File: config.mk
export PLATFORM = sky130hd
export DESIGN_NAME = bitrev_pingpong_sort
export DESIGN_NICKNAME = d
export VERILOG_FILES = /design/src/rtl/bitrev_pingpong_sort.sv
export SDC_FILE = /design/constraint.sdc
export NUM_CORES = 1
export LEC_CHECK = 0
export CAP_MARGIN = 10
export CORE_MARGIN = 4
export CORE_UTILIZATION = 60
export CTS_BUF_LIST = sky130_fd_sc_hd__clkbuf_8
export DETAILED_ROUTE_END_ITERATION = 16
export PLACE_DENSITY = 0.84
export SLEW_MARGIN = 20
export SYNTH_ARGS = -nofsm -noshare
export SYNTH_HDL_FRONTEND = slang
export SYNTH_SLANG_ARGS = --single-unit
File: constraint.sdc
create_clock -name clk -period 7.8 [get_ports clk]
set_input_delay 1.17 -clock clk [delete_from_list [all_inputs] [get_ports clk]]
set_output_delay 1.17 -clock clk [all_outputs]
set_load 0.02 [all_outputs]
File: src/rtl/bitrev_pingpong_sort.sv
// Bit-reversal reorder buffer with ping-pong banks: one frame is written while the other is read out.
// Optional macro BITREV_FRAME_CNT_EN adds a 16-bit count of fully emitted frames.
module bitrev_pingpong_sort #(
    parameter int WIDTH = 24,
    parameter int LOG2N = 4
) (
    input  logic               clk,
    input  logic               rst,
    input  logic               flush,
    input  logic               mode,
    input  logic               in_valid,
    output logic               in_ready,
    input  logic [WIDTH-1:0]   in_r,
    input  logic [WIDTH-1:0]   in_i,
    output logic               out_valid,
    input  logic               out_ready,
    output logic [WIDTH-1:0]   out_r,
    output logic [WIDTH-1:0]   out_i,
    output logic [LOG2N-1:0]   out_idx,
    output logic               out_last
`ifdef BITREV_FRAME_CNT_EN
    ,
    output logic [15:0]        frame_cnt
`endif
);

    localparam int N = 2 ** LOG2N;
    localparam logic [LOG2N-1:0] LAST_IDX = {LOG2N{1'b1}};

    // Both banks live in one array; the bank select is the address MSB.
    logic [2*WIDTH-1:0] mem [0:2*N-1];

    logic [LOG2N-1:0] wcnt_reg;
    logic [LOG2N-1:0] rcnt_reg;
    logic             wbank_reg;
    logic             rbank_reg;
    logic [1:0]       full_reg;
    logic [1:0]       bmode_reg;

    logic [LOG2N-1:0] wcnt_rev;
    logic [LOG2N-1:0] waddr;
    logic             frame_mode;
    logic             accept;
    logic             xfer;
    logic [2*WIDTH-1:0] rdata;

    generate
        for (genvar gi = 0; gi < LOG2N; gi++) begin : g_rev
            assign wcnt_rev[gi] = wcnt_reg[LOG2N-1-gi];
        end
    endgenerate

    // The first sample of a frame uses the live mode input, later samples the latched one.
    assign frame_mode = (wcnt_reg == '0) ? mode : bmode_reg[wbank_reg];
    assign waddr      = frame_mode ? wcnt_rev : wcnt_reg;

    assign in_ready  = !full_reg[wbank_reg] && !rst && !flush;
    assign accept    = in_valid && in_ready;
    assign out_valid = full_reg[rbank_reg];
    assign xfer      = out_valid && out_ready;

    assign rdata    = mem[{rbank_reg, rcnt_reg}];
    assign out_r    = out_valid ? rdata[2*WIDTH-1:WIDTH] : '0;
    assign out_i    = out_valid ? rdata[WIDTH-1:0] : '0;
    assign out_idx  = rcnt_reg;
    assign out_last = out_valid && (rcnt_reg == LAST_IDX);

    always_ff @(posedge clk) begin
        if (accept) begin
            mem[{wbank_reg, waddr}] <= {in_r, in_i};
        end
    end

    always_ff @(posedge clk) begin
        if (rst || flush) begin
            wcnt_reg  <= '0;
            rcnt_reg  <= '0;
            wbank_reg <= 1'b0;
            rbank_reg <= 1'b0;
            full_reg  <= 2'b00;
            bmode_reg <= 2'b00;
        end else begin
            if (accept) begin
                if (wcnt_reg == '0) begin
                    bmode_reg[wbank_reg] <= mode;
                end
                wcnt_reg <= wcnt_reg + LOG2N'(1);
                if (wcnt_reg == LAST_IDX) begin
                    full_reg[wbank_reg] <= 1'b1;
                    wbank_reg           <= ~wbank_reg;
                end
            end
            // A read transfer only happens from a full bank, so it never clashes with the write bank.
            if (xfer) begin
                rcnt_reg <= rcnt_reg + LOG2N'(1);
                if (rcnt_reg == LAST_IDX) begin
                    full_reg[rbank_reg] <= 1'b0;
                    rbank_reg           <= ~rbank_reg;
                end
            end
        end
    end

`ifdef BITREV_FRAME_CNT_EN
    always_ff @(posedge clk) begin
        if (rst) begin
            frame_cnt <= '0;
        end else if (xfer && out_last) begin
            frame_cnt <= frame_cnt + 16'd1;
        end
    end
`endif

endmodule

==> impl_results.md, run 1 <==
- Core area: 98100 sq um
- Register area: 46400 sq um
- Slew headroom: a little under a quarter
- Share of cells above drive strength 1: roughly a quarter
- Multi-input gate area: roughly 12000 sq um
- Skew-Pair Late Insertion Delay: approximately 0.9 ns
- Drt initial violations: 4080
- FILL cells: 5645
- Post-route non-filler standard cell count: 4398
- P per Cell Area: approximately 230 nW/um^2
- Setup TNS: 0 ns
- P_leak: slightly below 0.02 uW
- GP Congestion: about 0.8
- Met2 wire len: between 60 and 70 mm
- RSZ-0062 raised after global routing: false
- Tot GR Track Use: between 20% and 30%
- Vias/cell: 6.89
- DR vias: about 30000
- Crit share post-route: 86.6%
- Outcome: completed
- Antenna violations before repair: 9
- CP required: 6.63 ns
- Hold slack: roughly 0.50 ns
- Reg clk slew, reported paths: approximately 0.070 ns
- DRC: 0
- Clock root cell: clkbuf_8
- Placed insts: 3969
- Max Transition Viols Final: 0
- CTS Buffer Depth: 3
- Max FFs per register: roughly 1500
- Avg Inst Size Synth: ~22 sq um
- DR pass1 iterations: 5
- Global-route wire length before repair: 208 mm
- Maximum VDD drop: between 0.15 and 0.2 mV
- Final Hold Violating Endpoints: 0
- H-Tree Level Count: 4
- Wire length per cell: about 32 microns
- Num CTS Buffers: around 220
- Fin nets: just under 3000
- Final core occ: between 60% and 70%
- Grt ovf: 0
- Metal-1 WL: between 40 and 50 mm
- Hold_buf cts: 0
- Post-Synthesis Cells: 2650
- CTS Sinks: between 1500 and 2000
- I/O Buffers: 108
- Vias in the first global route: 30900
- Initial Util: 60.4%
- Synth unique cells: 48
- Max-cap violations: 0
- Fmax: approximately 150 MHz
- DR top layer: met5
- Post-CTS Setup Repair Bufs: 0
- Critical-path maximum fanout: 68
- Core Rows: about 120
- CP Launch Type: register
- CTS resizes: 0
- Mapped cell area: a little under 60000 sq um
- Final WL: around 140 mm
- Critical path capture point type: output pin
- R2r setup slk: ~3.7 ns
- Min Tclk post-route: roughly 6.8 ns
- Synthesized flop and latch total: ~1600
- I/O pins: 109
- Die Width: approximately 320 microns
- Worst clock skew: about 0.05 ns
- Worst Tran Pin Value: approximately 1.1 ns
- CTS tree: done
- Yosys warnings: 0
- Die Footprint: around 100000 sq um
- Worst slack, placed: between 2 and 2.5 ns
- Area Overhead vs Synth: 11.7%
- Final setup fails: 0
- Largest net degree at the start of global routing: between 100 and 150
- HP Class: reg2reg
- WP data arrival: between 5 and 6 ns
- Post-DRT Antenna Nets: 0
- Dpl hpwl: 75.1 mm
- Kind of critical path: reg2out
- Die height: between 300 and 400 microns
- Final setup margin: 1.05 ns
- DR WL met3: about 18 mm
- Seq/Total Area, Yosys: between 70 and 80%
- Synth Net Count: around 2700
-- metal layers --
metal	GRT usage (%)	up-vias
li1	-	12000
met4	11.4	6
met3	7.10	357
met2	44.1	2270
met1	38.1	15700
met5	0	-
-- kinds of logic after synthesis --
| family | count (synthesis) | synth area share [%] |
|---|---|---|
| AOI/OAI and AO/OA | 354 | 4.96 |
| muxes | 486 | 14.3 |
| xor gates and xnor gates | 5 | 0.0739 |
| adders and majority gates | 3 | 0.0633 |
| and+or+nand+nor | 82 | 0.745 |
| DFF | 1550 | 78.3 |
| buffers and inverters | 170 | 1.55 |
-- power by group --
part	switching, uW	total, uW	internal (uW)
clock	3030	5870	2840
combinational	135	177	41.8
sequential	2.38	9170	9170
-- path summary, 6_finish.rpt --
| kind | start | endpoint | depth (start not counted) |
|---|---|---|---|
| setup / recovery | out_idx[1] | out_r[20] | 8 |
| hold / removal | bmode_reg[0] | bmode_reg[0] | 2 |
| setup reg to reg | wbank_reg | mem[22][1] | 5 |
| hold reg to reg | bmode_reg[0] | bmode_reg[0] | 2 |
-- final cells by class --
type / instances / share of cell area [%]
sequential: 1550 / 70.1
multi-input combinational: 930 / 18.4
clock buffer: 231 / 4.80
timing repair buffer: 197 / 2.75
tap: 1287 / 2.43
clock inverter: 190 / 1.41
inverter: 7 / 0.0397
antenna: 6 / 0.0227
-- cell usage after synthesis (all sizes together) --
cell type  instances  area share, %
nand2              6          0.038
mux2i            196            3.3
o21a               2          0.025
and3               1          0.011
and2               1          0.011
ha                 3          0.063
nand3              9          0.076
nor3b              1          0.013
a21oi             54           0.46
a22o              47           0.69
o22ai             48           0.51
a32o               1          0.017
inv                7          0.044
o2111a             1          0.019
nor4              16           0.17
buf               80           0.98
o21ai              4          0.034
nor2b              3          0.032
a2111oi           48            1.2
nand3b             1          0.013
o221a              2          0.038
nand4              5          0.053
a22oi             48           0.62
nor3              11          0.093
edfxtp          1536             78
or2                2          0.021
a21o               1          0.013
xor2               3          0.044
xnor2              2          0.030
nor4b              1          0.025
mux2               1          0.019
or3b               2          0.030
o31ai              2          0.025
a211oi            48           0.62
or3                4          0.042
o221ai            48           0.71
mux4             289             11
dfxtp             14           0.47
nor2              19           0.12
clkbuf            83           0.53
-- cell usage in the layout (no fill, tap or decap), drive strengths merged, types with 9 or more instances in the layout --
cell type,count
nor4,16
nor2,19
a21oi,54
mux4,289
dfxtp,14
clkbuf,231
inv,100
o22ai,48
clkdlybuf4s50,99
nor3,11
o221ai,48
a2111oi,48
a22o,47
clkinv,93
buf,98
edfxtp,1536
mux2i,196
a22oi,48
a211oi,48
nand3,9
-- critical path, stage by stage (launching register included) --
cell	delay, ns
dfxtp_4	0.58
buf_4	0.55
buf_4	0.78
nand3b_1	0.22
buf_4	0.84
o22ai_1	0.19
a2111oi_2	0.44
a211oi_1	0.21
clkdlybuf4s50_1	0.65
-- through the flow --
step / area [sq um] / total power [uW]
6_report: 66200 / 15200
3_5_place_dp: 62100 / 9520
2_1_floorplan: 59300 / 9370
4_1_cts: 66200 / 15300
5_1_grt: 66200 / 15700
3_3_place_gp: 62100 / 9500
Note: power is estimated with default switching activity, not from simulation.
==> inputs of run 2 (changes only) <==
--- a/config.mk
+++ b/config.mk
@@ -6,11 +6,11 @@
 export NUM_CORES = 1
 export LEC_CHECK = 0
 export CAP_MARGIN = 10
-export CORE_MARGIN = 4
-export CORE_UTILIZATION = 60
+export CORE_ASPECT_RATIO = 0.5
+export CORE_UTILIZATION = 35
 export CTS_BUF_LIST = sky130_fd_sc_hd__clkbuf_8
 export DETAILED_ROUTE_END_ITERATION = 16
-export PLACE_DENSITY = 0.84
+export PLACE_DENSITY = 0.57
 export SLEW_MARGIN = 20
 export SYNTH_ARGS = -nofsm -noshare
 export SYNTH_HDL_FRONTEND = slang
==> run 2 against run 1 <==
  * Clock skew is 0.028 ns lower
  * Critical path depth is 2 lower
  * Highest routed layer unchanged
  * Critical endpoint is now out_i[9]
  * Wire length is 4.2% higher
  * Non-clock buffer count is 1 higher
  * Final cell count is 22% higher
  * Hold slack worse by 0.0046 ns
  * Utilization is 27 points lower
  * Critical path type unchanged
==> impl_results.md, run 2 (same netlist as run 1, synthesis figures left out) <==
- Vias/cell: between 5 and 6
- Wire length per cell: around 28 microns
- Initial Util: between 30% and 40%
- Crit share post-route: between 80% and 90%
- Critical path capture point type: output pin
- Grt ovf: 0
- Final WL: ~150 mm
- Final Hold Violating Endpoints: 0
- Core area: 168000 sq um
- Antenna violations before repair: 7
- Die height: between 200 and 300 microns
- Max FFs per register: ~1500
- Die Footprint: roughly 170000 sq um
- DR pass1 iterations: 5
- Max-cap violations: 0
- Reg clk slew, reported paths: 0.06 ns
- WP data arrival: 5.19 ns
- Sequential Power Share: 60.4%
- Internal: between 10000 and 15000 uW
- P_sw: between 3000 and 4000 uW
- Clock root cell: clkbuf_8
- Worst Tran Pin Value: around 1.1 ns
- Dpl hpwl: 73.7 mm
- Largest net degree at the start of global routing: between 100 and 150
- Outcome: completed
- Final setup margin: about 1.4 ns
- Min Tclk post-route: 6.36 ns
- HP Class: reg2reg
- Final setup fails: 0
- Commonest cells after routing, fill and taps aside: edfxtp_1 (1536), mux4_2 (289), clkbuf_8 (232), mux2i_1 (195), inv_1 (96)
- Core Rows: between 100 and 150
- Post-DRT Antenna Nets: 0
- CTS tree: done
- GP Congestion: ~0.73
- Tot GR Track Use: about 17%
- Maximum VDD drop: approximately 0.17 mV
- Drt initial violations: between 2000 and 2500
- I/O Buffers: approximately 110
- Share of cells above drive strength 1: between 20 and 25%
- CTS Sinks: between 1500 and 2000
- Max Transition Viols Final: 0
- Num CTS Buffers: approximately 230
- CP Launch Type: register
- Global-route wire length before repair: about 210 mm
- H-Tree Level Count: 4
- Post-CTS Setup Repair Bufs: 0
- I/O pins: ~110
- Kind of critical path: reg2out
- Hold_buf cts: 0
- Sw Ratio: 20.9%
- RSZ-0062 raised after global routing: false
- P_leak: approximately 0.020 uW
- DRC: 0
- FILL cells: 14900
- CP required: between 6 and 7 ns
- P per Cell Area: between 200 and 250 nW/um^2
- Post-route non-filler standard cell count: 5359
- Most common cell after layout, fill and taps aside: edfxtp_1
- CTS resizes: 0
- Worst clock skew: 0.0215 ns
- Combinational power share: approximately 1.2%
- Slew headroom: a little under a quarter
- Design Power: around 15000 uW
- CTS Buffer Depth: 3
- Hold slack: 0.496 ns
- Worst slack, placed: between 2 and 2.5 ns
- Placed insts: just under 5000
- DR vias: ~29000
- Vias in the first global route: about 30000
- Fmax: approximately 160 MHz
- Clock power share: between 30% and 40%
- Critical-path maximum fanout: 47
- Die Width: 584 microns
- Fin nets: between 2000 and 3000
- Setup TNS: 0 ns
- Area Overhead vs Synth: 13.5%
- Skew-Pair Late Insertion Delay: roughly 0.93 ns
## run 2: changes by cell type in the layout (fill, tap and decap cells not counted), moves of 4 or more
cell	before	now
clkdlybuf4s50_1	99	95
inv_1	91	96
buf_12	6	11
clkinv_2	23	14
buf_2	9	13
clkinv_1	66	59
diode_2	6	1
## run 2: power by group through the flow
stage / combinational (uW) / sequential (uW) / clock, uW
2_1_floorplan: 33.0 / 9340 / 0
3_3_place_gp: 168 / 9340 / 0
3_5_place_dp: 180 / 9340 / 0
4_1_cts: 181 / 9170 / 5980
5_1_grt: 193 / 9160 / 6320
6_report: 175 / 9170 / 5840
## run 2: cell type report
class / count / area (sq um) / share of cell area [%]
Antenna cell: 1 / 2.50 / 0.00372
Clock buffer: 232 / 3190 / 4.75
Clock inverter: 173 / 774 / 1.15
Inverter: 7 / 26.3 / 0.0391
Multi-Input combinational cell: 930 / 12200 / 18.1
Sequential cell: 1550 / 46400 / 69.0
Tap cell: 2268 / 2840 / 4.22
Timing Repair Buffer: 198 / 1830 / 2.72
## run 2: path summary, 6_finish.rpt
| kind | start | endpoint | slack [ns] | cells past startpoint |
|---|---|---|---|---|
| worst max-delay path | out_idx[1] | out_i[9] | 1.44 | 6 |
| worst min-delay path | bmode_reg[0] | bmode_reg[0] | 0.50 | 2 |
| worst max register to register | wbank_reg | mem[4][4] | 3.91 | 5 |
| worst min register to register | bmode_reg[0] | bmode_reg[0] | 0.50 | 2 |
## run 2: critical path, stage by stage, from the launching register on
cell	delay (ns)
dfxtp_4	0.82
nand3_4	0.90
buf_4	0.58
o221ai_1	0.27
a21oi_1	0.08
a211oi_1	0.79
clkdlybuf4s50_1	0.76
## run 2: metal layers
metal	track usage (%)	up-vias	part of all wire, %
met5	0	-	0.031
met4	4.72	8	1.9
met3	2.64	220	5.2
met2	29.0	893	50
met1	23.9	15800	43
li1	-	12000	-
## run 2: metrics by stage
stage          area [sq um]  utilization (%)
6_report              67300             40.1
5_1_grt               67300             40.1
4_1_cts               67300             40.2
3_5_place_dp          63400             37.8
3_3_place_gp          63400             37.8
2_1_floorplan         59300                -
